File: src/rtl/drac_pkg.sv
// Shared fetch-path types.
//   addr_t          : PC type, ADDR_SIZE bits
//   fetch_slot_t    : one fetch response buffer entry (pc, instr, xcpt, filled)
//   FETCH_BUF_DEPTH : default number of fetch response buffer slots
package drac_pkg;

    localparam int ADDR_SIZE       = 40;
    localparam int FETCH_BUF_DEPTH = 4;

    typedef logic [ADDR_SIZE-1:0] addr_t;

    typedef struct packed {
        addr_t       pc;
        logic [31:0] instr;
        logic        xcpt;
        logic        filled;
    } fetch_slot_t;

endpackage

File: src/rtl/fetch_resp_buffer.sv
// In-order fetch response buffer between the icache/bootrom interface and decode.
// A slot is allocated (tagged with the PC) when a request is accepted. It is
// filled by the next in-order response and handed to decode with valid/ready.
// After a flush, responses still owed to killed requests are counted and dropped.
//
// Ports:
//   clk_i, rstn_i           clock, async active-low reset
//   req_fire_i, req_pc_i    accepted fetch request and its PC
//   can_issue_o             a free slot exists
//   resp_valid_i, resp_data_i, resp_xcpt_i   in-order response from the icache
//   flush_i                 kill everything buffered and in flight
//   out_valid_o, out_pc_o, out_instr_o, out_xcpt_o, out_ready_i   decode handshake
//   occupancy_o             allocated slots
//   stale_drop_o            one-cycle pulse after a stale response was discarded
module fetch_resp_buffer
    import drac_pkg::*;
#(
    parameter int DEPTH  = FETCH_BUF_DEPTH,
    parameter int ADDR_W = ADDR_SIZE,
    parameter int CNT_W  = $clog2(DEPTH) + 1
) (
    input  logic              clk_i,
    input  logic              rstn_i,
    input  logic              req_fire_i,
    input  logic [ADDR_W-1:0] req_pc_i,
    output logic              can_issue_o,
    input  logic              resp_valid_i,
    input  logic [31:0]       resp_data_i,
    input  logic              resp_xcpt_i,
    input  logic              flush_i,
    output logic              out_valid_o,
    output logic [ADDR_W-1:0] out_pc_o,
    output logic [31:0]       out_instr_o,
    output logic              out_xcpt_o,
    input  logic              out_ready_i,
    output logic [CNT_W-1:0]  occupancy_o,
    output logic              stale_drop_o
);

    localparam int              PTR_W    = $clog2(DEPTH);
    localparam logic [CNT_W-1:0] DEPTH_C = CNT_W'(DEPTH);
    localparam logic [CNT_W:0]   DROP_MAX = {1'b0, {CNT_W{1'b1}}};

    fetch_slot_t      slots_q [DEPTH];
    fetch_slot_t      slots_d [DEPTH];
    logic [PTR_W-1:0] head_q, head_d;
    logic [PTR_W-1:0] fill_q, fill_d;
    logic [PTR_W-1:0] tail_q, tail_d;
    logic [CNT_W-1:0] occ_q, occ_d;
    // pend counts allocated-but-unfilled slots; fill==tail alone is ambiguous when full.
    logic [CNT_W-1:0] pend_q, pend_d;
    logic [CNT_W-1:0] drop_q, drop_d;
    logic             stale_drop_q, stale_drop_d;

    fetch_slot_t      head_slot;
    logic             stale, alloc, fill, pop;
    logic [CNT_W:0]   drop_sum;

    assign head_slot    = slots_q[head_q];
    assign out_valid_o  = head_slot.filled;
    assign out_pc_o     = ADDR_W'(head_slot.pc);
    assign out_xcpt_o   = head_slot.xcpt;
    assign out_instr_o  = head_slot.xcpt ? 32'h0 : head_slot.instr;
    assign can_issue_o  = (occ_q < DEPTH_C);
    assign occupancy_o  = occ_q;
    assign stale_drop_o = stale_drop_q;

    // A response in the flush cycle still belongs to the killed requests.
    assign stale = resp_valid_i & (flush_i | (drop_q != '0));
    // A request in the flush cycle lands in the emptied buffer, so it is always accepted.
    assign alloc = req_fire_i & (flush_i | can_issue_o);
    assign fill  = resp_valid_i & ~stale & (pend_q != '0);
    assign pop   = out_valid_o & out_ready_i & ~flush_i;

    always_comb begin
        slots_d      = slots_q;
        head_d       = head_q;
        fill_d       = fill_q;
        tail_d       = tail_q;
        occ_d        = occ_q;
        pend_d       = pend_q;
        drop_d       = drop_q;
        stale_drop_d = stale;
        drop_sum     = '0;

        if (flush_i) begin
            drop_sum = {1'b0, drop_q} + {1'b0, pend_q};
            if (stale && drop_sum != '0) begin
                drop_sum = drop_sum - 1'b1;
            end
            drop_d = (drop_sum > DROP_MAX) ? DROP_MAX[CNT_W-1:0] : drop_sum[CNT_W-1:0];
            for (int i = 0; i < DEPTH; i++) begin
                slots_d[i].filled = 1'b0;
            end
            head_d = '0;
            fill_d = '0;
            tail_d = '0;
            occ_d  = '0;
            pend_d = '0;
            if (alloc) begin
                slots_d[0].pc = addr_t'(req_pc_i);
                tail_d        = PTR_W'(1);
                occ_d         = CNT_W'(1);
                pend_d        = CNT_W'(1);
            end
        end else begin
            if (stale) begin
                drop_d = drop_q - 1'b1;
            end
            if (alloc) begin
                slots_d[tail_q].pc     = addr_t'(req_pc_i);
                slots_d[tail_q].filled = 1'b0;
                tail_d                 = tail_q + 1'b1;
            end
            if (fill) begin
                slots_d[fill_q].instr  = resp_data_i;
                slots_d[fill_q].xcpt   = resp_xcpt_i;
                slots_d[fill_q].filled = 1'b1;
                fill_d                 = fill_q + 1'b1;
            end
            if (pop) begin
                slots_d[head_q].filled = 1'b0;
                head_d                 = head_q + 1'b1;
            end
            occ_d  = occ_q + CNT_W'(alloc) - CNT_W'(pop);
            pend_d = pend_q + CNT_W'(alloc) - CNT_W'(fill);
        end
    end

    always_ff @(posedge clk_i or negedge rstn_i) begin
        if (!rstn_i) begin
            for (int i = 0; i < DEPTH; i++) begin
                slots_q[i] <= '0;
            end
            head_q       <= '0;
            fill_q       <= '0;
            tail_q       <= '0;
            occ_q        <= '0;
            pend_q       <= '0;
            drop_q       <= '0;
            stale_drop_q <= 1'b0;
        end else begin
            slots_q      <= slots_d;
            head_q       <= head_d;
            fill_q       <= fill_d;
            tail_q       <= tail_d;
            occ_q        <= occ_d;
            pend_q       <= pend_d;
            drop_q       <= drop_d;
            stale_drop_q <= stale_drop_d;
        end
    end

    // Protocol checks; the offending request or response is ignored by the logic above.
    always @(posedge clk_i) begin
        if (rstn_i) begin
            a_fire_when_full: assert (!(req_fire_i && !flush_i && occ_q == DEPTH_C));
            a_resp_no_outstanding: assert (!(resp_valid_i && !stale && pend_q == '0));
        end
    end

endmodule

File: config.mk
export PLATFORM = sky130hd
export DESIGN_NAME = fetch_resp_buffer
export DESIGN_NICKNAME = d
export VERILOG_FILES = /design/src/rtl/drac_pkg.sv /design/src/rtl/fetch_resp_buffer.sv
export SDC_FILE = /design/constraint.sdc
export NUM_CORES = 1
export LEC_CHECK = 0
export CAP_MARGIN = 5
export CORE_MARGIN = 4
export CORE_UTILIZATION = 51
export CTS_CLUSTER_SIZE = 28
export DETAILED_ROUTE_END_ITERATION = 6
export HOLD_SLACK_MARGIN = 0.08
export PLACE_DENSITY = 0.77
export SLEW_MARGIN = 30
export SYNTH_ARGS = -nofsm -noshare
export SYNTH_HDL_FRONTEND = slang
export SYNTH_SLANG_ARGS = --single-unit
File: constraint.sdc
create_clock -name clk_i -period 2.65 [get_ports clk_i]
set_input_delay 0.53 -clock clk_i [delete_from_list [all_inputs] [get_ports clk_i]]
set_output_delay 0.53 -clock clk_i [all_outputs]
set_load 0.02 [all_outputs]
# == After elaboration in Yosys (flattened, before gate mapping) ==
# Cells that the tools add are included.
# classes
addsub,10
eq_ne,1
reduce_logical,11
div_mod_pow,0
n_mul,0
n_shift,0
mux,48
order_cmp,8
bitwise,13
# ops
cell,n
296-bit bitwise mux,6
296-bit two-way mux,5
74-bit demux with 2-bit select,6
74-bit two-way mux,3
74-bit binary-select mux with 2-bit select,1
40-bit two-way mux,2
34-bit two-way mux,1
32-bit two-way mux,1
3-bit two-way mux,5
2-bit two-way mux,7
3-bit >= comparator (second input constant),3
3-bit by 1-bit < comparator with 1-bit output (second input constant),3
1-bit two-way mux,9
2-bit inverter with 3-bit output,3
4-bit two-way mux,2
2-bit nonzero test,4
2-bit by 1-bit adder with 2-bit output (second input constant),3
3-bit by 1-bit adder with 3-bit output,2
1-bit AND,6
3-bit nonzero test,2
3-bit by 1-bit subtractor with 3-bit output,2
3-bit by 3-bit adder with 4-bit output,1
4-bit by 3-bit greater-than comparator with 1-bit output (second input constant),1
1-bit logical AND,4
other kinds (7),9
# totals
output_inout_bits,79
rom_bits,0
regBits,312
ramBits,0
latch_bits,0
n_memories,0
inputBits,79
word_cells,114

# == Depth between registers and ports, before layout ==
# Gate-level depths: netlist (run 1).
# logic_depth
depth_word,17
ltp_mapped,12

# == Worst setup path after synthesis (run 1) ==
# No wires, ideal clock.
# synth_path
path_type,reg-to-reg
from,register head_q[0]
to,register occ_q[2] (netlist: occupancy_o[2])
slack_ns,0.070
period_less_slack_ns,2.580
t_required_ns,2.518
t_arrival_ns,2.448
setup_time_ns,0.132
path_buffers,1
stages_incl_launch_ff,12
path_cell_list,dfrtp_1 -> buf_6 -> mux4_2 -> and3_1 -> ha_1 -> inv_1 -> ha_1 -> inv_1 -> fa_1 -> xnor2_1 -> xnor2_1 -> nor2_1
# synth_via
elab_chain_len,8
# synth_rtl
element,line_no,source
"start, declared",fetch_resp_buffer.sv:46,"logic [PTR_W-1:0] head_q, head_d;"
"start signal, assigned",fetch_resp_buffer.sv:135,head_q <= '0;
"start signal, assigned",fetch_resp_buffer.sv:144,head_q <= head_d;
2-bit inverter with 3-bit output (not written as such),fetch_resp_buffer.sv:59,assign head_slot = slots_q[head_q];
74-bit binary-select mux with 2-bit select,fetch_resp_buffer.sv:59,
74-bit two-way mux (not written as such) (2 in a row),fetch_resp_buffer.sv:59,
named net out_valid_o,fetch_resp_buffer.sv:31,"output logic out_valid_o,"
1-bit AND (2 in a row),fetch_resp_buffer.sv:73,assign pop = out_valid_o & out_ready_i & ~flush_i;
3-bit by 1-bit subtractor with 3-bit output,fetch_resp_buffer.sv:125,occ_d = occ_q + CNT_W'(alloc) - CNT_W'(pop);
3-bit two-way mux,fetch_resp_buffer.sv:86,if (flush_i) begin
named net occ_d[2],fetch_resp_buffer.sv:49,"logic [CNT_W-1:0] occ_q, occ_d;"
"end signal, assigned",fetch_resp_buffer.sv:138,occ_q <= '0;
"end signal, assigned",fetch_resp_buffer.sv:147,occ_q <= occ_d;
"end, declared",fetch_resp_buffer.sv:49,
# The timed path passes the listed nets, and every way through them passes these cells. The select of a mux whose other input is x is not followed.
# A chain may end at the register's enable or synchronous reset.

# == Final worst setup path (run 1) ==
# layout_path
from,register head_q[0]
to,register occ_q[2] (netlist: occupancy_o[2])
# layout_via
elab_chain_len,8
# layout_rtl
element,line_no
2-bit inverter with 3-bit output (not written as such),fetch_resp_buffer.sv:59
74-bit binary-select mux with 2-bit select,fetch_resp_buffer.sv:59
74-bit two-way mux (not written as such) (2 in a row),fetch_resp_buffer.sv:59
1-bit AND (2 in a row),fetch_resp_buffer.sv:73
3-bit by 1-bit subtractor with 3-bit output,fetch_resp_buffer.sv:125
3-bit two-way mux,fetch_resp_buffer.sv:86
named net occ_d[2],fetch_resp_buffer.sv:49
# The timed path passes the listed nets, and every way through them passes these cells. The select of a mux whose other input is x is not followed.

==> results of run 1 <==
## flip-flops by register name, summed over array words and instances (netlist names)
| register | flops |
|---|---|
| pend_q | 3 |
| fill_q | 2 |
| tail_q | 2 |
| occupancy_o | 3 |
| drop_q | 3 |
| slots_q | 296 |
| head_q | 2 |
| stale_drop_o | 1 |
## area by class of cell
class,count,share of cell area [%]
Tap cell,372,2.589
Multi-Input combinational cell,501,34.05
Timing Repair Buffer,223,12.98
Clock buffer,47,5.408
Sequential cell,312,43.47
Inverter,23,0.4803
Clock inverter,13,1.016
## metrics by stage
stage                     power (mW)  setup TNS (ns)  instance area [µm²]  utilization [%]
final                          16.72         -0.7117                17980            65.96
after global routing           17.66          -5.119                17980            65.96
after CTS                      16.79          -1.168                17890            65.64
after detailed placement       12.02         -0.1369                16480            60.48
after global placement         11.84        -0.05279                16480            60.48
after floorplan                10.05               0                14250                -
## power breakdown
group          total (mW)  switching, mW  internal, mW
Clock                4.86           1.89          2.97
Combinational        5.00           2.18          2.82
Sequential           6.86          0.705          6.16
Total                16.7           4.77          12.0
## what timing repair did
item,in CTS,in global routing
setup buffers,24,0
resized for setup,371,33
endpoints found under the hold margin,40,0
gates cloned,4,0
pin swaps,5,5
hold buffers,1,0
endpoints found under the setup margin,75,66
## cell families (layout without fill, tap and decap cells)
kind of cell | count (synthesis) | count (layout) | share of synthesized area (%)
AO/OA/AOI/OAI | 23 | 23 | 1.335
XOR/XNOR | 11 | 11 | 0.6761
adder cells (fa/ha/maj) | 25 | 25 | 2.353
buffers and inverters | 78 | 306 | 3.099
flip-flops | 312 | 312 | 54.79
multiplexers | 369 | 369 | 34.98
AND/OR/NAND/NOR | 73 | 73 | 2.766
## cells in the mapped netlist, types with 2 or more instances
cell type,count,area [µm²]
a21o_1,3,22.52
nor2b_1,32,200.2
mux4_2,74,1667
a221oi_2,4,60.06
fa_1,3,60.06
and3_1,2,12.51
xnor2_1,10,87.58
nand3_1,2,10.01
nand2_2,4,25.02
ha_1,22,275.3
clkbuf_1,11,41.29
buf_6,14,157.7
mux2_1,2,22.52
mux2_2,290,3266
buf_4,3,22.52
inv_1,22,82.58
o21ai_0,4,20.02
dfrtp_1,312,7807
nand2_1,13,48.80
and2_1,3,18.77
nor2_1,12,45.04
mux2i_1,3,30.03
buf_2,26,130.1
a31oi_1,3,18.77
## worst register-to-register path: stages (launching register included)
cell and delay, ns:
dfrtp_4 0.53, buf_12 0.16, buf_6 0.11, mux4_2 0.47, and3_4 0.22, ha_4 0.21
inv_2 0.06, ha_4 0.12, inv_2 0.03, fa_2 0.35, xnor2_2 0.14, xnor2_1 0.14
nor2_1 0.06
## worst min path at each step
stage                 startpoint           end  slack, ns  cells past startpoint
floorplan                 rstn_i     drop_q[0]       0.23                      0
global placement          rstn_i  slots_q[234]       0.46                      1
detailed placement        rstn_i  slots_q[234]       0.46                      1
CTS                 slots_q[262]  slots_q[262]       0.49                      1
global route        slots_q[113]  slots_q[113]       0.51                      1
finish              slots_q[262]  slots_q[262]       0.49                      1
## metal layers
metal  up-vias  global-route usage [%]  share of wire, %
li1       3669                       -                 -
met1      4341                   25.86                42
met2       164                   34.05                50
met3        34                   5.344               6.2
met4         0                   3.437               1.2
met5         -                       0                 0
==> out/qor.csv, run 1 <==
stage,metric,value,unit
timing,RSZ-0062 raised after global routing,true,
timing,skew final,0.01735,ns
clocking,CTS H-tree depth,2,
setup_path,R2R depth,12,
clocking,CTS buffer count,35,
setup_path,CP arrival,3.10,ns
global_route,first-pass GRT wire length,49290,µm
timing,worst setup margin,-0.06423,ns
logic_synthesis,Avg Synthesized Cell Area,15.99,µm²
placed_design,Final HPWL DP,18250,µm
layout,"commonest non-fill, non-tap cell in the layout",dfrtp_1,
layout,nets,1200,
run_status,failing checks,negative setup slack,
logic_synthesis,Syn Inst Count,891,
route,drt pass-1 iters,4,
die,Rows,60,
setup_path,CP cell instances,buf_12 > buf_6 > mux4_2 > and3_4 > ha_4 > inv_2 > ha_4 > inv_2 > fa_2 > xnor2_2 > xnor2_1 > nor2_1,
route,number of DRC markers in iteration 0,441,
logic_synthesis,Post-synth ARST share,100.0,%
clocking,Longest Clk Path Bufs,3,
pwr,LEAKAGE,8.151,nW
pwr,Worst VDD drop,0.5526,mV
setup_path,max incr delay on CP,0.53,ns
timing,slew margin rel.,59.65,%
timing,final period utilization,102.4,%
setup_path,"Slowest-stage cell, CP",dfrtp_4,
logic_synthesis,post-synthesis cell type count,41,
global_route,largest net degree at the start of global routing,115,
logic_synthesis,synth warn,0,
timing,fmax,0.3684,GHz
hold_path,Hold Path Class,reg -> reg,
layout,# diodes,0,
layout,layout cell share with drive strength beyond 1,53.08,%
setup_path,crit path from,head_q[0],
global_route,grt ovf,0,
placed_design,I/O Buffers,157,
timing,Tmin final,2.714,ns
layout,register area,0.007815,mm²
logic_synthesis,"EDFF count, synth",0,
placed_design,placed cells,1403,
route,Post-route DRC,0,
setup_path,"CP delay by family, top",adder cells,
clocking,worst skew pair latency,0.51,ns
die,Die ar.,0.03068,mm²
layout,most frequent cells in the layout,"310 x dfrtp_1, 290 x mux2_2, 82 x clkdlybuf4s50_1, 74 x mux4_2, 56 x buf_4",
die,die height,175.2,µm
clocking,clk sinks,312,
global_route,All-Layer GR Usage,19.82,%
logic_synthesis,Yosys reg bits,312,
clocking,clock root buffer,clkbuf_16,
timing,Worst Max-Slew Pin Slew,0.6053,ns
setup_path,crit path capture,occupancy_o[2],
layout,# fillers,1943,
die,Initial Util,52.29,%
logic_synthesis,synthesized net count,995,
timing,Hold WS,0.4866,ns
timing,final hold viol count,0,
setup_path,critical path startpoint category,flip-flop,
run,maxcap violations,0,
clocking,clock-pin slew on the worst setup and hold paths,0.06,ns
setup_path,crit path max fanout,4,
setup_path,Worst Setup Path Type,reg -> reg,
layout,area grow syn2layout,26.15,%
logic_synthesis,top_reg_cell synth,dfrtp_1,
die,CORE AREA,0.02725,mm²
setup_path,buffer and inverter count on the worst path,4,
die,Die W,175.2,µm
die,Top-Level Pins,158,
logic_synthesis,"Seq/Total Area, Yosys",54.79,%
placed_design,dpl ws,-0.07088,ns
setup_path,worst r2r dst,occupancy_o[2],
timing,final setup vio count,33,
clocking,CTS tree,yes,
setup_path,reg2reg setup slack,-0.06,ns
route,Vias,8208,
logic_synthesis,Netlist Area Pre-Place,0.01425,mm²
layout,fin cells,1491,
setup_path,critical path data required time,3.04,ns
setup_path,Critical R2R Launch,head_q[0],
global_route,vias in the first global route,9095,
route,final WL,29840,µm
route,DR WL/cell,20.01,µm
placed_design,Routability Congestion,0.7842,
run_status,status,"complete, but fails checks",
route,vias per cell,5.505,
setup_path,CP endpoint kind,flip-flop,
route,Antenna Violating Nets Remaining,0,
timing,"Slew Viols, Final",0,
pwr,PwrDens,930.2,mW/mm²
setup_path,critical path depth,12,
layout,area occupied by multi-input gates,0.006121,mm²
global_route,initial antenna violation count,0,
No activity file was read; power rests on OpenSTA's default activity.
==> inputs of run 2 (changes only) <==
--- a/config.mk
+++ b/config.mk
@@ -11,7 +11,7 @@
 export CTS_CLUSTER_SIZE = 28
 export DETAILED_ROUTE_END_ITERATION = 6
 export HOLD_SLACK_MARGIN = 0.08
-export PLACE_DENSITY = 0.77
+export PLACE_DENSITY = 0.76
 export SLEW_MARGIN = 30
 export SYNTH_ARGS = -nofsm -noshare
 export SYNTH_HDL_FRONTEND = slang
==> out/qor.csv, run 2 (synthesis gave the netlist of run 1 again) <==
stage,metric,value,unit,change
clocking,Longest Clk Path Bufs,3,,unchanged
pwr,Tot Pwr,16.27,mW,was 16.72 mW
setup_path,crit path from,head_q[0],,unchanged
clocking,CTS buffer count,34,,was 35
run_status,status,"complete, but fails checks",,unchanged
setup_path,"Slowest-stage cell, CP",dfrtp_4,,unchanged
route,number of DRC markers in iteration 0,331,,was 441
die,Die ar.,0.03068,mm²,unchanged
setup_path,Critical R2R Launch,head_q[0],,unchanged
die,Initial Util,52.29,%,unchanged
setup_path,max incr delay on CP,0.51,ns,was 0.53 ns
timing,Hold WS,0.4925,ns,was 0.4866 ns
layout,max reg flops,296,,unchanged
route,WL met3,1806,µm,was 1864 µm
placed_design,I/O Buffers,157,,unchanged
clocking,clock-pin slew on the worst setup and hold paths,0.06,ns,about the same
route,Antenna Violating Nets Remaining,0,,unchanged
layout,most frequent cells in the layout,"310 x dfrtp_1, 290 x mux2_2, 82 x clkdlybuf4s50_1, 74 x mux4_2, 60 x buf_4",,"was 310 x dfrtp_1, 290 x mux2_2, 82 x clkdlybuf4s50_1, 74 x mux4_2, 56 x buf_4"
layout,nets,1194,,was 1200
global_route,first-pass GRT wire length,48650,µm,was 49290 µm
timing,slew margin rel.,60.76,%,was 59.65%
clocking,worst skew pair latency,0.49,ns,was 0.51 ns
layout,post-layout util,65.12,%,was 65.96%
route,wire length on met1,12700,µm,was 12570 µm
setup_path,CP endpoint kind,output pin,,was flip-flop
setup_path,worst r2r dst,occupancy_o[2],,unchanged
die,die height,175.2,µm,unchanged
run,maxcap violations,0,,unchanged
global_route,grt ovf,0,,unchanged
die,Top-Level Pins,158,,unchanged
die,Die W,175.2,µm,unchanged
setup_path,crit path capture,out_instr_o[0],,was occupancy_o[2]
timing,final setup vio count,3,,was 33
layout,"commonest non-fill, non-tap cell in the layout",dfrtp_1,,unchanged
setup_path,CP dominant cell by count,buf_4,,
timing,worst setup margin,-0.01302,ns,was -0.06423 ns
placed_design,dpl ws,-0.1104,ns,was -0.07088 ns
route,Top Layer Used,met4,,unchanged
setup_path,CP arrival,2.13,ns,was 3.10 ns
timing,"Slew Viols, Final",0,,unchanged
hold_path,Hold Path Class,reg -> reg,,unchanged
die,CORE AREA,0.02725,mm²,unchanged
layout,Largest Register,slots_q,,unchanged
pwr,Worst VDD drop,0.5583,mV,was 0.5526 mV
global_route,largest net degree at the start of global routing,72,,was 115
timing,RSZ-0062 raised after global routing,true,,unchanged
timing,fmax,0.3755,GHz,was 0.3684 GHz
route,Vias,8138,,was 8208
timing,Tmin final,2.663,ns,was 2.714 ns
setup_path,reg2reg setup slack,0.12,ns,was -0.06 ns
global_route,All-Layer GR Usage,19.41,%,was 19.82%
route,vias per cell,5.480,,was 5.505
global_route,vias in the first global route,8923,,was 9095
clocking,clock root buffer,clkbuf_16,,unchanged
pwr,PwrDens,917.0,mW/mm²,was 930.2 mW/mm²
timing,final hold viol count,0,,unchanged
setup_path,critical path startpoint category,flip-flop,,unchanged
layout,area grow syn2layout,24.54,%,was 26.15%
clocking,CTS H-tree depth,2,,unchanged
layout,layout cell share with drive strength beyond 1,51.67,%,was 53.08%
clocking,clk sinks,312,,unchanged
setup_path,critical path data required time,2.12,ns,was 3.04 ns
clocking,CTS tree,yes,,unchanged
run_status,failing checks,negative setup slack,,unchanged
route,final WL,29460,µm,was 29840 µm
route,WL met2,14440,µm,was 15060 µm
timing,final period utilization,100.5,%,was 102.4%
timing,Worst Max-Slew Pin Slew,0.5887,ns,was 0.6053 ns
placed_design,Final HPWL DP,18710,µm,was 18250 µm
route,Post-route DRC,0,,unchanged
placed_design,Routability Congestion,0.7487,,was 0.7842
global_route,initial antenna violation count,0,,unchanged
setup_path,crit path max fanout,22,,was 4
pwr,LEAKAGE,8.035,nW,was 8.151 nW
setup_path,R2R depth,11,,was 12
die,Rows,60,,unchanged
setup_path,CP cell instances,buf_4 > mux4_2 > buf_12 > nor2b_1 > buf_4,,was buf_12 > buf_6 > mux4_2 > and3_4 > ha_4 > inv_2 > ha_4 > inv_2 > fa_2 > xnor2_2 > xnor2_1 > nor2_1
route,drt pass-1 iters,4,,unchanged
setup_path,Worst Setup Path Type,reg -> out,,was reg -> reg
route,DR WL/cell,19.84,µm,was 20.01 µm
timing,skew final,0.006733,ns,was 0.01735 ns
[run 2: changes by cell type in the layout (fill, tap and decap cells not counted), sizes merged]
cell	change
clkinvlp	-1
clkdlybuf4s15	+9
dlygate4sd2	+1
bufinv	-4
buf	-20
clkbuf	+12
diode	+2
clkinv	-5
bufbuf	+1
inv	-1
[run 2: what timing repair did]
item / in CTS / in global routing
hold endpoints to repair: 62 / 0
resized for setup: 286 / 58
pin swaps: 0 / 5
endpoints found under the setup margin: 74 / 70
gates cloned: 3 / 2
setup buffers: 7 / 3
hold buffers: 1 / 0
[run 2: metrics by stage]
stage | cell area, µm² | std cells | TNS (ns)
3_5_place_dp | 16520 | 1410 | -0.2201
5_1_grt | 17740 | 1483 | -2.347
4_1_cts | 17660 | 1478 | -0.2755
2_1_floorplan | 14250 | 891 | 0
3_3_place_gp | 16520 | 1410 | -0.09339
6_report | 17750 | 1485 | -0.02365
[run 2: layout make-up]
cell class,count,area [µm²]
Tap cell,372,465.4
Fill cell,2001,9504
Sequential cell,312,7815
Clock inverter,2,10.01
Timing Repair Buffer,218,2231
Clock buffer,55,1054
Antenna cell,2,5.005
Inverter,23,86.33
Multi-Input combinational cell,501,6081
[run 2: critical path, delay by kind of cell (launching register included)]
family	cells	cell delay (ns)
buffers and inverters	3	0.50
DFF	1	0.51
muxes	1	0.47
and+or+nand+nor	1	0.16
[run 2: worst min-delay path by stage]
stage | cells after the start | endpoint | slack (ns) | from
6_report | 1 | slots_q[262] | 0.49 | slots_q[262]
5_1_grt | 1 | slots_q[113] | 0.51 | slots_q[113]
4_1_cts | 1 | slots_q[262] | 0.49 | slots_q[262]
3_5_place_dp | 1 | slots_q[261] | 0.48 | slots_q[261]
3_3_place_gp | 1 | slots_q[262] | 0.47 | slots_q[262]
2_1_floorplan | 0 | drop_q[0] | 0.23 | rstn_i
[run 2: report_power, final]
| part | switching [mW] | internal (mW) |
|---|---|---|
| sequential | 0.714 | 6.16 |
| combinational | 2.13 | 2.77 |
| clock | 1.79 | 2.70 |
[run 2: routing by layer]
layer,GRT usage [%],vias to the layer above
met5,0,-
met4,4.059,0
met3,4.976,45
met2,32.01,171
met1,26.40,4266
li1,-,3656
==> inputs of run 3 (changes only) <==
--- a/config.mk
+++ b/config.mk
@@ -7,11 +7,13 @@
 export LEC_CHECK = 0
 export CAP_MARGIN = 5
 export CORE_MARGIN = 4
-export CORE_UTILIZATION = 51
+export CORE_UTILIZATION = 58
 export CTS_CLUSTER_SIZE = 28
 export DETAILED_ROUTE_END_ITERATION = 6
+export DONT_BUFFER_PORTS = 1
 export HOLD_SLACK_MARGIN = 0.08
 export PLACE_DENSITY = 0.76
+export REMOVE_ABC_BUFFERS = 1
 export SLEW_MARGIN = 30
 export SYNTH_ARGS = -nofsm -noshare
 export SYNTH_HDL_FRONTEND = slang
==> out/qor.csv, run 3 (synthesis gave the netlist of run 1 again) <==
stage,metric,value,unit,change
layout,max reg flops,296,,unchanged
timing,slew margin rel.,64.50,%,was 60.76%
clocking,CTS H-tree depth,2,,unchanged
clocking,clock root buffer,clkbuf_16,,unchanged
placed_design,I/O Buffers,0,,was 157
setup_path,Worst Setup Path Type,reg -> out,,unchanged
setup_path,"Slowest-stage cell, CP",mux4_2,,was dfrtp_4
clocking,Longest Clk Path Bufs,3,,unchanged
setup_path,crit path max fanout,26,,was 22
die,Die W,164.7,µm,was 175.2 µm
layout,layout cell share with drive strength beyond 1,52.36,%,was 51.67%
route,drt pass-1 iters,4,,unchanged
timing,Tmin final,2.724,ns,was 2.663 ns
timing,final period utilization,102.8,%,was 100.5%
route,Vias,7700,,was 8138
placed_design,Placed Area,0.01482,mm²,was 0.01652 mm²
layout,Final Cell Area,0.01616,mm²,was 0.01775 mm²
timing,skew final,0.02427,ns,was 0.006733 ns
global_route,first-pass GRT wire length,47620,µm,was 48650 µm
die,Die ar.,0.02714,mm²,was 0.03068 mm²
global_route,largest net degree at the start of global routing,313,,was 72
placed_design,Routability Congestion,0.7648,,was 0.7487
layout,nets,1034,,was 1194
clocking,clock-pin slew on the worst setup and hold paths,0.06,ns,about the same
placed_design,dpl ws,0.1192,ns,was -0.1104 ns
die,die height,164.7,µm,was 175.2 µm
layout,Largest Register,slots_q,,unchanged
setup_path,CP endpoint kind,output pin,,unchanged
timing,Hold WS,-0.2667,ns,was 0.4925 ns
hold_path,Hold Path Class,in -> async,,was reg -> reg
timing,RSZ-0062 raised after global routing,true,,unchanged
layout,most frequent cells in the layout,"310 x dfrtp_1, 290 x mux2_2, 74 x mux4_2, 36 x clkbuf_16, 36 x buf_4",,"was 310 x dfrtp_1, 290 x mux2_2, 82 x clkdlybuf4s50_1, 74 x mux4_2, 60 x buf_4"
die,Rows,57,,was 60
global_route,grt ovf,0,,unchanged
setup_path,CP arrival,2.19,ns,was 2.13 ns
run,maxcap violations,0,,unchanged
route,Antenna Violating Nets Remaining,0,,unchanged
timing,Worst Max-Slew Pin Slew,0.5325,ns,was 0.5887 ns
pwr,PwrDens,988.7,mW/mm²,was 917.0 mW/mm²
timing,final setup vio count,32,,was 3
setup_path,critical path startpoint category,flip-flop,,unchanged
placed_design,placed cells,1209,,was 1410
global_route,vias in the first global route,8790,,was 8923
setup_path,max incr delay on CP,0.55,ns,was 0.51 ns
layout,fin cells,1277,,was 1485
pwr,Worst VDD drop,0.7882,mV,was 0.5583 mV
placed_design,Final HPWL DP,18520,µm,was 18710 µm
pwr,LEAKAGE,7.335,nW,was 8.035 nW
setup_path,buffer and inverter count on the worst path,3,,unchanged
layout,# diodes,0,,was 2
global_route,initial antenna violation count,0,,unchanged
clocking,CTS tree,yes,,unchanged
layout,post-layout util,66.64,%,was 65.12%
die,Top-Level Pins,158,,unchanged
timing,final hold viol count,312,,was 0
timing,"Slew Viols, Final",0,,unchanged
run_status,status,"complete, but fails checks",,unchanged
timing,fmax,0.3672,GHz,was 0.3755 GHz
setup_path,CP cell instances,buf_16 > mux4_2 > buf_12 > nor2b_2 > buf_4,,was buf_4 > mux4_2 > buf_12 > nor2b_1 > buf_4
route,vias per cell,6.030,,was 5.480
clocking,clk sinks,312,,unchanged
route,number of DRC markers in iteration 0,456,,was 331
clocking,CTS buffer count,34,,unchanged
global_route,All-Layer GR Usage,22.50,%,was 19.41%
layout,area grow syn2layout,13.39,%,was 24.54%
layout,"commonest non-fill, non-tap cell in the layout",dfrtp_1,,unchanged
run_status,failing checks,"negative hold slack, negative setup slack",,was negative setup slack
setup_path,critical path data required time,2.12,ns,about the same
route,Post-route DRC,0,,unchanged
setup_path,"CP delay by family, top",multiplexers,,was flip-flops
clocking,worst skew pair latency,0.51,ns,was 0.49 ns
timing,worst setup margin,-0.07353,ns,was -0.01302 ns
route,final WL,30000,µm,was 29460 µm
die,CORE AREA,0.02425,mm²,was 0.02725 mm²
route,DR WL/cell,23.49,µm,was 19.84 µm
die,Initial Util,58.77,%,was 52.29%
[run 3: worst reg2reg max path, delay by kind of cell, from the launching register on]
family	cells	cell delay, ns
simple gates	2	0.24
flops	1	0.51
xor+xnor	2	0.32
mux	1	0.42
buf+inv	3	0.26
fa+ha+maj	3	0.74
[run 3: layout make-up]
type / instances / area [µm²]
fillers: 1619 / 8090
flip-flops and latches: 312 / 7815
multi-input cells: 501 / 6051
clock buffers: 53 / 1033
repair buffers: 58 / 683.2
well taps: 324 / 405.4
inverters: 23 / 86.33
clock inverters: 6 / 83.83
[run 3: stage by stage]
stage / TNS (ns) / power [mW] / hold slack (ns)
global route: -4.540 / 16.77 / -0.2792
detailed placement: 0 / 11.28 / 0.2469
global placement: 0 / 10.88 / 0.2441
finish: -1.176 / 15.98 / -0.2667
floorplan: -170.43 / 10.02 / 0.2344
CTS: -1.753 / 16.07 / -0.2849
[run 3: routing by layer]
metal	GRT usage, %	routed length [µm]
met5	0	0
met2	39.45	15340
met4	6.427	740
met1	26.90	11580
met3	7.063	2333
[run 3: path summary, 6_finish.rpt]
path / from / endpoint / slack, ns / cells past startpoint
worst max-delay path: head_q[0] / out_instr_o[11] / -0.07 / 5
worst min-delay path: rstn_i / slots_q[255] / -0.27 / 0
worst max register to register: head_q[0] / occupancy_o[2] / 0.02 / 11
worst min register to register: slots_q[107] / slots_q[107] / 0.50 / 1
max in group asynchronous: rstn_i / head_q[0] / 2.42 / 0
min in group clk_i: flush_i / slots_q[74] / 0.09 / 1
[run 3: repair_timing]
action | 4_1_cts | 5_1_grt
hold endpoints to repair | 319 | 313
resized for setup | 13 | 10
hold buffers | 1 | 1
pin swaps | 0 | 1
gates cloned | 2 | 1
setup buffers | 5 | 0
endpoints found under the setup margin | 72 | 51
[run 3: report_power, final]
group | switching (mW) | internal (mW)
logic | 1.97 | 2.38
registers | 0.781 | 6.16
clock network | 1.82 | 2.87
total | 4.56 | 11.4
